===== config.mk =====
export PLATFORM = sky130hd
export DESIGN_NAME = reorder_buffer
export DESIGN_NICKNAME = d
export VERILOG_FILES = /design/src/rtl/rob_pkg.sv /design/src/rtl/rob_commit_stats.sv /design/src/rtl/reorder_buffer.sv
export SDC_FILE = /design/constraint.sdc
export NUM_CORES = 1
export LEC_CHECK = 0
export ABC_AREA = 0
export CORE_MARGIN = 3
export CORE_UTILIZATION = 45
export DETAILED_ROUTE_END_ITERATION = 8
export MAX_ROUTING_LAYER = met4
export PLACE_DENSITY = 0.73
export SLEW_MARGIN = 30
export SYNTH_ARGS = -nofsm -noshare
export SYNTH_HDL_FRONTEND = slang
export SYNTH_SLANG_ARGS = --single-unit

===== constraint.sdc =====
create_clock -name clk -period 3.8 [get_ports clk]
set_input_delay 0.57 -clock clk [delete_from_list [all_inputs] [get_ports clk]]
set_output_delay 0.57 -clock clk [all_outputs]
set_load 0.03 [all_outputs]

===== src/rtl/rob_pkg.sv =====
// Shared reorder-buffer types. The depth is 2**`ROB_SIZE_WIDTH, taken from the global define.
// The define falls back to 3 (an 8-entry buffer) when nothing upstream provides it.
`ifndef ROB_SIZE_WIDTH
`define ROB_SIZE_WIDTH 3
`endif

package rob_pkg;
    localparam int ROB_TAG_W = `ROB_SIZE_WIDTH;
    localparam int ROB_SIZE  = 1 << ROB_TAG_W;

    typedef logic [ROB_TAG_W-1:0] rob_tag_t;
    typedef logic [ROB_TAG_W:0]   rob_cnt_t;

    // Control flags only; the register payload lives in arrays sized by module parameters.
    typedef struct packed {
        logic valid;
        logic done;
        logic is_branch;
        logic has_dest;
    } rob_entry_t;

    function automatic rob_tag_t rob_tag_inc(input rob_tag_t t);
        return t + rob_tag_t'(1);
    endfunction
endpackage


===== src/rtl/rob_commit_stats.sv =====
// Commit statistics counters for the reorder buffer. All counters wrap modulo 2**32.
// This module is instantiated only when ROB_COMMIT_STATS_EN is defined.
module rob_commit_stats (
    input  logic        clk,
    input  logic        reset,
    input  logic        commit_i,
    input  logic        branch_i,
    input  logic        full_i,
    output logic [31:0] commits_o,
    output logic [31:0] branch_commits_o,
    output logic [31:0] full_cycles_o
);
    logic [31:0] commits_q, branch_q, full_q;

    always_ff @(posedge clk) begin
        if (!reset) begin
            commits_q <= '0;
            branch_q  <= '0;
            full_q    <= '0;
        end else begin
            if (commit_i)             commits_q <= commits_q + 32'd1;
            if (commit_i && branch_i) branch_q  <= branch_q + 32'd1;
            if (full_i)               full_q    <= full_q + 32'd1;
        end
    end

    assign commits_o        = commits_q;
    assign branch_commits_o = branch_q;
    assign full_cycles_o    = full_q;
endmodule


===== src/rtl/reorder_buffer.sv =====
// In-order retirement buffer: it allocates tags at dispatch, marks entries done at writeback,
// and retires the head entry once per cycle. Define ROB_COMMIT_STATS_EN to add the stat_* counters.
module reorder_buffer
    import rob_pkg::*;
#(
    parameter int PREG_WIDTH = 6,
    parameter int AREG_WIDTH = 5
) (
    input  logic                  clk,
    input  logic                  reset,
    input  logic                  alloc_valid,
    input  logic                  alloc_is_branch,
    input  logic                  alloc_has_dest,
    input  logic [AREG_WIDTH-1:0] alloc_dest_arch,
    input  logic [PREG_WIDTH-1:0] alloc_dest_preg,
    input  logic [PREG_WIDTH-1:0] alloc_old_preg,
    output rob_tag_t              alloc_tag,
    output logic                  rob_full,
    output logic                  rob_empty,
    input  logic                  wb_valid,
    input  rob_tag_t              wb_tag,
    output logic                  commit_valid,
    output logic                  commited_branch_op,
    output rob_tag_t              commited_branch_tag,
    output logic                  commit_has_dest,
    output logic [AREG_WIDTH-1:0] commit_dest_arch,
    output logic [PREG_WIDTH-1:0] commit_dest_preg,
    output logic [PREG_WIDTH-1:0] commit_old_preg
`ifdef ROB_COMMIT_STATS_EN
    ,
    output logic [31:0]           stat_commits,
    output logic [31:0]           stat_branch_commits,
    output logic [31:0]           stat_full_cycles
`endif
);
    localparam rob_cnt_t FULL_CNT = rob_cnt_t'(ROB_SIZE);

    rob_entry_t            ent_q   [ROB_SIZE];
    logic [AREG_WIDTH-1:0] arch_q  [ROB_SIZE];
    logic [PREG_WIDTH-1:0] dpreg_q [ROB_SIZE];
    logic [PREG_WIDTH-1:0] opreg_q [ROB_SIZE];

    rob_tag_t head_q, head_d, tail_q, tail_d;
    rob_cnt_t count_q, count_d;
    logic     alloc_fire, commit_fire;

    // Fullness comes from registered count only, so a commit never frees a slot in its own cycle.
    assign rob_full    = (count_q == FULL_CNT);
    assign rob_empty   = (count_q == '0);
    assign alloc_tag   = tail_q;
    assign alloc_fire  = alloc_valid && !rob_full;
    assign commit_fire = ent_q[head_q].valid && ent_q[head_q].done;

    assign commit_valid        = commit_fire;
    assign commited_branch_op  = commit_fire && ent_q[head_q].is_branch;
    assign commited_branch_tag = commit_fire ? head_q : '0;
    assign commit_has_dest     = commit_fire && ent_q[head_q].has_dest;
    assign commit_dest_arch    = commit_fire ? arch_q[head_q]  : '0;
    assign commit_dest_preg    = commit_fire ? dpreg_q[head_q] : '0;
    assign commit_old_preg     = commit_fire ? opreg_q[head_q] : '0;

    always_comb begin
        head_d  = head_q;
        tail_d  = tail_q;
        count_d = count_q;
        if (alloc_fire)  tail_d = rob_tag_inc(tail_q);
        if (commit_fire) head_d = rob_tag_inc(head_q);
        case ({alloc_fire, commit_fire})
            2'b10:   count_d = count_q + rob_cnt_t'(1);
            2'b01:   count_d = count_q - rob_cnt_t'(1);
            default: count_d = count_q;
        endcase
    end

    always_ff @(posedge clk) begin
        if (!reset) begin
            for (int i = 0; i < ROB_SIZE; i++) ent_q[i] <= '0;
            head_q  <= '0;
            tail_q  <= '0;
            count_q <= '0;
        end else begin
            if (wb_valid && ent_q[wb_tag].valid) ent_q[wb_tag].done <= 1'b1;
            if (commit_fire) ent_q[head_q].valid <= 1'b0;
            if (alloc_fire) begin
                ent_q[tail_q] <= '{valid: 1'b1, done: 1'b0,
                                   is_branch: alloc_is_branch, has_dest: alloc_has_dest};
            end
            head_q  <= head_d;
            tail_q  <= tail_d;
            count_q <= count_d;
        end
    end

    // The payload is qualified by the valid flags, so it needs no reset.
    always_ff @(posedge clk) begin
        if (alloc_fire) begin
            arch_q[tail_q]  <= alloc_dest_arch;
            dpreg_q[tail_q] <= alloc_dest_preg;
            opreg_q[tail_q] <= alloc_old_preg;
        end
    end

`ifndef SYNTHESIS
    always_ff @(posedge clk) begin
        if (reset) begin
            assert (!(alloc_valid && rob_full))
                else $warning("reorder_buffer: allocation dropped while full");
            assert (!(wb_valid && alloc_fire && wb_tag == tail_q))
                else $error("reorder_buffer: writeback to the tag being allocated");
        end
    end
`endif

`ifdef ROB_COMMIT_STATS_EN
    rob_commit_stats u_stats (
        .clk              (clk),
        .reset            (reset),
        .commit_i         (commit_fire),
        .branch_i         (ent_q[head_q].is_branch),
        .full_i           (rob_full),
        .commits_o        (stat_commits),
        .branch_commits_o (stat_branch_commits),
        .full_cycles_o    (stat_full_cycles)
    );
`endif
endmodule


==> results.txt, run 1 <==
* Run status: completed
- Total setup buffers inserted after CTS: 0
* First-iteration detailed-routing DRC count: 253
* Cts-stage hold buffer count: 0
* Largest incremental delay on the critical path: 0.69 ns
- The wire-length estimate of the detail-placed layout is 9.80 mm.
- The worst setup path is captured at a primary output.
- CP required: 3.23 ns
- Number of enable flip-flop cells after synthesis: 152
- Vias in the first global route: about 4.4k
- Max-Slew Margin vs Limit: 41.8%
- Count of final max-slew check failures: 0
- Fin nets: 563
* CTS sink cnt: about 180
- The number of endpoints with negative hold slack in the final report came to 0.
- Dominant cell type by count on the critical path: nor2_1
* CTS clock-pin slew for the worst setup and hold paths: 0.06 ns
* Post-synthesis instance area: 7540 um2
- Across all register-to-register paths, the minimum setup slack is 0.53 ns.
* Crit-path max FO: 20
* Worst Hold Path EP: ent_q[3][2]
- The library cells used most frequently in the layout, excluding fill and tap cells, are 152 x edfxtp_1, 42 x clkdlybuf4s50_1, 39 x mux4_2.
* Post-route ant nets: 0
- Standard cell core area: 16100 um2
- Unrepaired setup endpoints after global routing: no
- TritonCTS built the clock tree.
* End of the worst register-to-register path: count_q[2]
- The initial utilization of the core area, before any placement, comes to 46.8%.
- Number of buffers and inverters on the critical path: 2
- Worst-path cell chain: buf_4 -> and3_1 -> nor2_1 -> o221a_2 -> nor2_1 -> clkdlybuf4s50_1
- The total overflow left after global routing is 0.
- After synthesis, the share of flip-flops with an asynchronous set or reset is 0%.
* Number of top-level pins: 54
- Average detailed-routed wire length per instance: 20.0 um
- DRC viols: 0
- Final cell area excluding filler cells: 8910 um2
- Data arrival time of the critical path: 2.89 ns
* Internal Dissipation: between 3 and 4 mW
- Root Buffer Master: clkbuf_16
- Before antenna repair, the detailed router went through 5 iterations.
* Drt total wl: 15.2 mm
- Timing would allow up to 289 MHz.
- For the pin with the worst max-slew slack, the measured transition is about 0.87 ns.
* Worst IR drop on VDD: around 0.00037 V
- Worst Path Class, Setup: flip-flop to primary output
- The clock tree synthesis step divided the H-tree into 4 levels.
* Initial antenna violation count: 0
- Post-synth net total: 501
- The top cell type by area accounts for 60.6% of the synthesized area.
* Maximum number of pins on one net before global-route repair: 27
* Sequential fraction of the synthesis area: 68.3%
- Post-synth top area cell: edfxtp_1
- Switching share of total power: 20.7%
- Die X-Extent: approximately 140 um
* Number of violations of the max-capacitance limit: 0
- Global routing used a little under a fifth of the available tracks.
* Sequential fraction of design power: approximately 54%
- The first global-routing pass estimated 24.5 mm of wire.
- Most common library cell in the layout ignoring fill and taps: edfxtp_1
* Cell variety after synth: 49
- Adding up every negative setup slack in the final design gives 0 ns.
* Number of vias per cell: 5.66
- The floorplan has 46 rows.
* Area Overhead vs Synth: 18.3%
- Cells after synthesis: 469
- The clock passes through at most 2 buffers.
- Setup violations remaining at the end of the flow were counted as 0.
- Family of cells with the greatest summed delay on the critical path: buffers and inverters
- Layout cells sized above 1: 20.4%
* Vias: 4304
- The die covers 18300 um2.
- Part of the total power dissipated in combinational logic: 4.5%
- The final critical path takes up 91.1% of the cycle.
* Number of I/O port buffers: 53
- The worst hold path begins at ent_q[3][2].
* Synth warnings: 0
* Worst min path class: flip-flop to flip-flop
- Startpoint type of the worst setup path: flip-flop
* Antenna diodes: 0
- Cell types occupying the most area after synthesis: edfxtp_1 61%, mux4_2 12%, dfxtp_1 7.7%
- TritonCTS created 17 clock buffers.
- Across the routed clock network, the largest skew measured is 0.00636 ns.
- Latest clock arrival within the worst-skew pair: 0.42 ns
* Slowest cell on crit path: clkdlybuf4s50_1
- Lkg Pwr: 2.88 nW
- Mapped Avg Cell Area: 16.1 um2
* Vertical die dimension: 135 um
- Flip-flop and latch count after synthesis: around 180
- For this run, the leading register cell type out of synthesis is edfxtp_1.
* Part of the total power dissipated in the clock network: approximately two fifths
- At the end of routability-driven placement, the weighted congestion stood at 0.881.
- Power spent charging and discharging nets: 845 uW
* Path depth of the worst reg2reg path: 12
* Resize count post-CTS: 0
- After layout, the minimum clock period comes to about 3.5 ns.
- After detailed placement, the total cell area comes to between 8000 and 9000 um2.
- Depth of the worst hold-timing path: 2
* Cell Pwr Density: approximately 460 nW/um2
## kinds of logic (layout without fill, tap and decap cells)
kind of cell               Yosys count  in the layout  synth area share (%)
AOI/OAI and AO/OA                   48             48                  3.87
xor gates and xnor gates             5              5                 0.581
adders and majority gates            6              6                 0.996
buffers and inverters               34            109                  1.94
DFF                                181            181                  68.3
muxes                               63             63                  14.8
and+or+nand+nor                    132            132                  9.50
## power by group through the flow
stage          clock network [mW]  logic [mW]  registers [mW]
2_1_floorplan                   0      0.0978            2.26
6_report                     1.68       0.183            2.23
5_1_grt                      1.81       0.199            2.23
4_1_cts                      1.72       0.185            2.23
3_5_place_dp                    0       0.184            2.27
3_3_place_gp                    0       0.177            2.26
## sequential cells by signal, indices dropped and copies added, names as in the netlist, named ones only
name / count
dpreg_q: 48
opreg_q: 48
arch_q: 40
ent_q: 32
count_q: 4
alloc_tag: 3
head_q: 3
## per-layer routing
layer  global-route usage, %  up-vias  wire, um
met5                       -        -         0
met4                    5.15        0       187
met3                    4.57       18       791
met2                    29.5      145      7750
met1                    23.3     2180      6480
li1                        -     1961         -
## cells in the mapped netlist (3+ instances only)
master / number
edfxtp_1: 152
mux4_2: 39
nor2_1: 35
dfxtp_1: 29
mux2i_1: 24
nand2_1: 24
a21oi_1: 20
clkbuf_1: 19
and2_1: 16
o21ai_0: 10
nand3_1: 8
nor3_1: 8
nor4_1: 7
o22ai_1: 7
ha_1: 6
buf_2: 5
inv_1: 5
xor2_1: 5
nand2b_1: 4
nand3b_1: 4
and3_1: 3
nor2b_1: 3
nor4b_1: 3
## worst max-delay path by stage
stage	from	endpoint	depth (start not counted)
2_1_floorplan	flip-flop	count_q[2]	11
3_3_place_gp	flip-flop	count_q[2]	12
3_5_place_dp	flip-flop	count_q[2]	12
4_1_cts	flip-flop	commit_dest_arch[0]	6
5_1_grt	flip-flop	commit_dest_preg[4]	6
6_report	flip-flop	commit_dest_preg[4]	6
## through the flow
step / setup slack, ns / cells / util, % / hold slack (ns) / total power, mW
detailed placement: 0.573 / 728 / 51.8 / 0.463 / 2.45
global placement: 0.711 / 728 / 51.7 / 0.465 / 2.44
floorplan: 1.01 / 469 / - / 0.442 / 2.36
global route: 0.169 / 760 / 55.3 / 0.498 / 4.24
finish: 0.338 / 760 / 55.3 / 0.471 / 4.09
CTS: 0.294 / 760 / 55.3 / 0.473 / 4.13
## cell type report
| type | instances | area [um2] |
|---|---|---|
| tap | 216 | 270 |
| timing repair buffer | 70 | 631 |
| sequential | 181 | 5150 |
| clock buffer | 19 | 433 |
| clock inverter | 13 | 133 |
| multi-input combinational | 254 | 2270 |
| inverter | 7 | 31.3 |
| fill | 1254 | 7200 |
## worst min-delay path, cell delays in order, from the launching register on
cell	delay, ns
dfxtp_1	0.31
nand2_1	0.05
o22ai_1	0.06
Note: power is estimated with default switching activity, not from simulation.
==> run 2, diff against run 1 <==
--- a/config.mk
+++ b/config.mk
@@ -7,10 +7,10 @@
 export LEC_CHECK = 0
 export ABC_AREA = 0
 export CORE_MARGIN = 3
-export CORE_UTILIZATION = 45
+export CORE_UTILIZATION = 40
 export DETAILED_ROUTE_END_ITERATION = 8
 export MAX_ROUTING_LAYER = met4
-export PLACE_DENSITY = 0.73
+export PLACE_DENSITY = 0.67
 export SLEW_MARGIN = 30
 export SYNTH_ARGS = -nofsm -noshare
 export SYNTH_HDL_FRONTEND = slang
==> run 2 against run 1 <==
Sequential power hardly changed; clock-buffer cell count grew 1; first-iteration DRC count rose by 15%; clock skew up 0.0086 ns; final cell count increased by 1.6%; critical path depth unchanged; fmax rose by 16%; global-route usage fell by 2.2 points; critical endpoint is now commit_has_dest; highest routed layer unchanged.
==> results.txt, run 2 (same netlist as run 1, synthesis figures left out) <==
* Run status: completed
- The post-DP HPWL was 9.60 mm (-2.1%).
* Worst min path class: flip-flop to flip-flop
- Setup repair after global routing left no endpoint under its margin.
- Fin nets: 562 (-0.18%)
* Maximum number of pins on one net before global-route repair: 32 (+19%)
* Total number of placement rows: 49 (+6.5%)
- Worst IR drop on VDD: 0.000323 V (-12%)
- The per-cell routed wire length is 19.9 um (-0.47%).
* Vias: 4236 (-1.6%)
- The post-CTS clock slew at the launch and capture registers of the worst setup and hold paths was 0.06 ns (about the same).
- The number of hold-repair buffers added at the cts stage came to 0 (unchanged).
- The clock latency on the worst-skew pair is 0.43 ns (about the same).
- The average vias per placed instance came to 5.49 (-3.1%).
- STA classifies the critical path endpoint as a primary output.
* Area Overhead vs Synth: 19.0%
- The required time reported for the critical path endpoint came to 3.23 ns (about the same).
* Final count of hold timing violations: 0 (unchanged)
* Overflow after GRT: 0 (unchanged)
- Number of clock buffers inserted by TritonCTS: 17 (unchanged)
- The minimum hold slack came to 0.468 ns (-0.00290 ns).
- The core footprint came to 18200 um2 (+13%).
* Root Buffer Master: clkbuf_16
- The biggest fanout along the worst timing path was 23 (+15%).
- DRC viols: 0 (unchanged)
- Most common library cell in the layout ignoring fill and taps: edfxtp_1
- The total net switching power came to 867 uW (+2.6%).
- The final worst-path cycle share was 78.8% (-12 points).
* Vias in the first global route: 4315 (-3.0%)
- Switching share of total power: 20.2% (-0.48 points)
- TritonCTS clock tree: yes
- Least-Margin Pin Slew: 0.844 ns (-0.0275 ns)
- The total length of routed wires was 15.4 mm (+1.1%).
- The number of slew-limit violations in the final report was 0 (unchanged).
- The height of the chip is 143 um (+5.8%).
- Starting density of the core: 41.4% (-5.4 points)
- The post-route clock skew was 0.0150 ns (+0.00863 ns).
- The number of diodes added for antenna fixing is 0 (unchanged).
- The clock sink count was 181 (unchanged).
- The die outline width was 143 um (+5.8%).
- Part of the total power dissipated in combinational logic: 4.3% (-0.2 points)
* Data arrival time of the critical path: 2.42 ns (-0.47 ns)
* Number of top-level pins: 54 (unchanged)
- The clock network fraction of total power came to 44.0% (+2.9 points).
- Initial DRT Pass Iterations: 4 (-1)
- Highest attainable clock frequency: 334 MHz (+16%)
* Sequential fraction of design power: 51.8% (-2.6 points)
- Resize count post-CTS: 0 (unchanged)
- Number of buffers between clock root and the deepest sink: 2 (unchanged)
- Post-route ant nets: 0 (unchanged)
- Overall die area: 20500 um2 (+12%)
- First-iteration detailed-routing DRC count: 291 (+15%)
- Internal Dissipation: 3.43 mW (+5.7%)
- The number of max-cap violations was 0 (unchanged).
- The minimum period implied by the final worst setup slack is 2.99 ns (-0.469 ns).
- Global-route wire length before repair: 23.9 mm (-2.3%)
* Total setup buffers inserted after CTS: 0 (unchanged)
* Lkg Pwr: 2.96 nW (+2.5%)
- The filler cell count was 1501 (+20%).
- Cell Pwr Density: 479 nW/um2 (+4.4%)
- Post-route setup TNS: 0 ns (unchanged)
- The number of port buffers is 53 (unchanged).
* Layout cells sized above 1: 22.7% (+2.2 points)
- The worst setup path is launched from a flip-flop.
* Placer congestion estimate: 0.838 (-4.9%)
- Setup-failing EPs final: 0 (unchanged)
- Most used cells in the layout excluding fill and tap cells: 152 x edfxtp_1, 39 x mux4_2, 38 x buf_4
- Initial antenna violation count: 0 (unchanged)
- Registers with the most flip-flops: dpreg_q (48), opreg_q (48), arch_q (40)
- The worst relative slew slack is 43.6% (+1.8 points).
- Worst Path Class, Setup: flip-flop to primary output
- H-Tree Depth: 4 (unchanged)
- The total global-route track usage is 16.1% (-2.2 points).
run 2: power groups by stage:
| stage | combinational [mW] | sequential, mW | clock [mW] |
|---|---|---|---|
| after floorplan | 0.0978 | 2.26 | 0 |
| after global placement | 0.180 | 2.26 | 0 |
| after detailed placement | 0.185 | 2.27 | 0 |
| after CTS | 0.186 | 2.22 | 1.93 |
| after global routing | 0.202 | 2.23 | 2.01 |
| final | 0.184 | 2.22 | 1.89 |
run 2: final cells by class:
type                            instances  area (um2)  area share [%]
Clock inverter                         12         188            2.09
Clock buffer                           20         457            5.09
Multi-Input combinational cell        254        2250            25.1
Timing Repair Buffer                   69         606            6.75
Tap cell                              229         287            3.19
Inverter                                7        31.3           0.349
Sequential cell                       181        5150            57.4
run 2: worst max-delay path: stages (launching register included):
cell and delay (ns):
dfxtp_1 0.32, buf_4 0.21, mux4_2 0.54, o221a_2 0.29, buf_4 0.25, nor2_1 0.20, buf_4 0.19
run 2: per-stage QoR:
step	area (um2)	power, mW	std cells	setup slack (ns)	util [%]
final	8970	4.30	772	0.807	49.3
after global routing	8970	4.44	772	0.645	49.3
after CTS	8970	4.34	772	0.768	49.3
after detailed placement	8330	2.45	740	0.873	45.7
after global placement	8330	2.44	740	0.963	45.7
after floorplan	7540	2.36	469	1.01	-
run 2: path summary, 6_finish.rpt:
path / endpoint / startpoint / slack (ns) / cells after the start
setup / recovery: commit_has_dest / flip-flop / 0.81 / 6
setup reg to reg: count_q[2] / flip-flop / 0.86 / 11
hold reg to reg: ent_q[3][2] / ent_q[3][2] / 0.47 / 2
hold / removal: ent_q[3][2] / ent_q[3][2] / 0.47 / 2
run 2: per-layer routing:
layer  vias to the layer above  share of wire, %  GRT usage, %
li1                       1959                 -             -
met3                        21               4.2          3.52
met5                         -                 0             -
met4                         0               1.9          5.45
met2                       113                50          25.9
met1                      2143                44          20.3
==> run 3, diff against run 2 <==
==> constraint.sdc (replaced) <==
create_clock -name clk -period 3 [get_ports clk]
set_input_delay 0.45 -clock clk [delete_from_list [all_inputs] [get_ports clk]]
set_output_delay 0.45 -clock clk [all_outputs]
set_load 0.03 [all_outputs]
==> run 3 against run 2 <==
Sequential power is 27% higher; non-clock buffer count is 2 higher; via count is 0.59% lower; clock power is 15% higher; sequential share of layout area is 0.35 points higher; largest cell class unchanged; highest routed layer unchanged; global-route usage is 0.26 points higher; critical endpoint is now commit_dest_arch[2]; routed wire length is 1.1% lower.
==> results.txt, run 3 (same netlist as run 1, synthesis figures left out) <==
- The run finished with clean final reports.
- Vertical die dimension: 143 um (unchanged)
- Met3 GRT Util: 3.48% (-0.033 points)
- Standard cell core area: 18200 um2 (unchanged)
- The per-cell routed wire length is 19.7 um (-1.2%).
* Highest attainable clock frequency: 356 MHz
* Initial antenna violation count: 0 (unchanged)
* Vias in the first global route: 4380 (+1.5%)
- DRC viols: 0 (unchanged)
- Most utilized layer in the global route result: met2
- Drt total wl: 15.2 mm (-1.1%)
- CTS sink cnt: 181 (unchanged)
- The number of slew-limit violations in the final report is 0 (unchanged).
- The hold-critical path depth is 2 (unchanged).
* Hpwl dp: 9.44 mm (-1.7%)
* Number of top-level pins: 54 (unchanged)
- Die X-Extent: 143 um (unchanged)
- Layout cells sized above 1: 22.8% (+0.14 points)
- The number of endpoints with negative hold slack in the final report came to 0 (unchanged).
- Relative to the synthesized area, the layout overhead comes to 18.3%.
- Dividing the final minimum period by the clock period gives 93.7%.
* Lkg Pwr: 2.94 nW (-0.70%)
- Endpoint kind of the worst setup timing path: primary output
- The minimum hold slack is 0.468 ns (-0.000630 ns).
- The fraction of met1 tracks used by global routing came to 20.9% (+0.61 points).
- Overflow after GRT: 0 (unchanged)
- TritonCTS built the clock tree.
- The post-route clock skew was 0.00380 ns (-0.0112 ns).
- Starting density of the core: 41.4% (unchanged)
- Final min period: 2.81 ns
- The count of endpoints failing setup in the final report came to 0 (unchanged).
* Worst Path Class, Setup: flip-flop to primary output
- Antenna diodes: 0 (unchanged)
- Finished Core Util: 49.0% (-0.30 points)
* Cell Pwr Density: 586 nW/um2 (+22%)
- Least-Margin Pin Slew: 0.745 ns (-0.0989 ns)
- The first-pass GRT wire length was 24.3 mm (+1.6%).
- The standard-cell row count was 49 (unchanged).
- The clock latency on the worst-skew pair was 0.43 ns (about the same).
* Initial DRT Pass Iterations: 4 (unchanged)
- Worst hold path startpoint: ent_q[3][2]
- The post-CTS clock slew at the launch and capture registers of the worst setup and hold paths was 0.06 ns (about the same).
* Overall die area: 20500 um2 (unchanged)
- Maximum number of pins on one net before global-route repair: 40 (+25%)
- Number of I/O port buffers: 53 (unchanged)
* Number of violations of the max-capacitance limit: 0 (unchanged)
* Vias: 4211 (-0.59%)
- The library cell used most frequently in the layout, excluding fill and tap cells, is edfxtp_1.
- H-Tree Depth: 4 (unchanged)
- End of the worst register-to-register path: count_q[3]
- The global placer's final weighted congestion is 0.880 (+5.0%).
* Cts-stage hold buffer count: 0 (unchanged)
* Most used cells in the layout excluding fill and tap cells: 152 x edfxtp_1, 40 x buf_4, 39 x mux4_2
- The number of nets in the final layout is 564 (+0.36%).
- Post-route ant nets: 0 (unchanged)
- The worst path setup slack after routing is 0.190 ns (-0.616 ns).
- Startpoint type of the worst setup path: flip-flop
- The clock buffer count from CTS was 17 (unchanged).
* Number of vias per cell: 5.45 (-0.72%)
- The number of DRC markers in iteration 0 was 251 (-14%).
- The post-cts repair resize count was 0 (unchanged).
- The depth of the most critical reg-to-reg path came to 9 (-2).
- Max-Slew Margin vs Limit: 50.0% (+6.4 points)
- Data arrival time of the critical path: 2.36 ns (-0.06 ns)
- The worst-case clock buffer depth is 2 (unchanged).
- The biggest fanout along the worst timing path is 23 (unchanged).
- Met2 Usage GRT: 25.3% (-0.59 points)
- The largest voltage drop on the vdd net came to 0.000421 V (+30%).
* Unrepaired setup endpoints after global routing: no
- Root Buffer Master: clkbuf_16
* Post-route setup TNS: 0 ns (unchanged)
- The total global-route track usage was 16.3% (+0.26 points).
* Setup WS pre-CTS: 0.319 ns (-0.554 ns)
- In this run the worst hold path is classified as flip-flop to flip-flop.
- Setup slack on the worst flop-to-flop path: 0.33 ns (-0.53 ns)
* Total setup buffers inserted after CTS: 0 (unchanged)
* CP required: 2.55 ns (-0.68 ns)
* Registers with the most flip-flops: dpreg_q (48), opreg_q (48), arch_q (40)
- Worst Hold Path EP: ent_q[3][2]
-- run 3: critical path, cell delays in order (launching register included) --
cell and delay, ns:
dfxtp_1 0.42, mux4_2 0.53, o221a_2 0.29, buf_4 0.26
nor2_1 0.22, buf_4 0.20
-- run 3: worst max-delay path by stage --
stage | endpoint | start
3_3_place_gp | count_q[3] | flip-flop
3_5_place_dp | count_q[3] | flip-flop
4_1_cts | commit_dest_arch[2] | flip-flop
2_1_floorplan | count_q[2] | flip-flop
6_report | commit_dest_arch[2] | flip-flop
5_1_grt | commit_dest_arch[2] | flip-flop
-- run 3: metal layers --
| metal | wire length (um) | vias up |
|---|---|---|
| met2 | 7400 | 112 |
| met3 | 754 | 26 |
| li1 | - | 1964 |
| met4 | 346 | 0 |
| met5 | 0 | - |
| met1 | 6710 | 2109 |
-- run 3: cell type report --
| class | instances | area [um2] |
|---|---|---|
| fill | 1518 | 9290 |
| sequential | 181 | 5150 |
| tap | 229 | 287 |
| timing repair buffer | 71 | 621 |
| clock buffer | 18 | 429 |
| clock inverter | 13 | 146 |
| multi-input combinational | 254 | 2250 |
| inverter | 7 | 31.3 |
-- run 3: per-stage QoR --
step | total power [mW] | instances | instance area [um2]
6_report | 5.22 | 773 | 8920
5_1_grt | 5.41 | 773 | 8920
4_1_cts | 5.27 | 773 | 8920
3_5_place_dp | 3.11 | 742 | 8340
3_3_place_gp | 3.09 | 742 | 8340
2_1_floorplan | 2.99 | 469 | 7540
-- run 3: report_power, final --
| group | leakage, nW | internal, mW | total, mW | switching (mW) |
|---|---|---|---|---|
| sequential | 1.64 | 2.79 | 2.82 | 0.0275 |
| combinational | 1.01 | 0.0993 | 0.233 | 0.134 |
| clock | 0.289 | 1.24 | 2.17 | 0.936 |
| total | 2.94 | 4.13 | 5.22 | 1.10 |
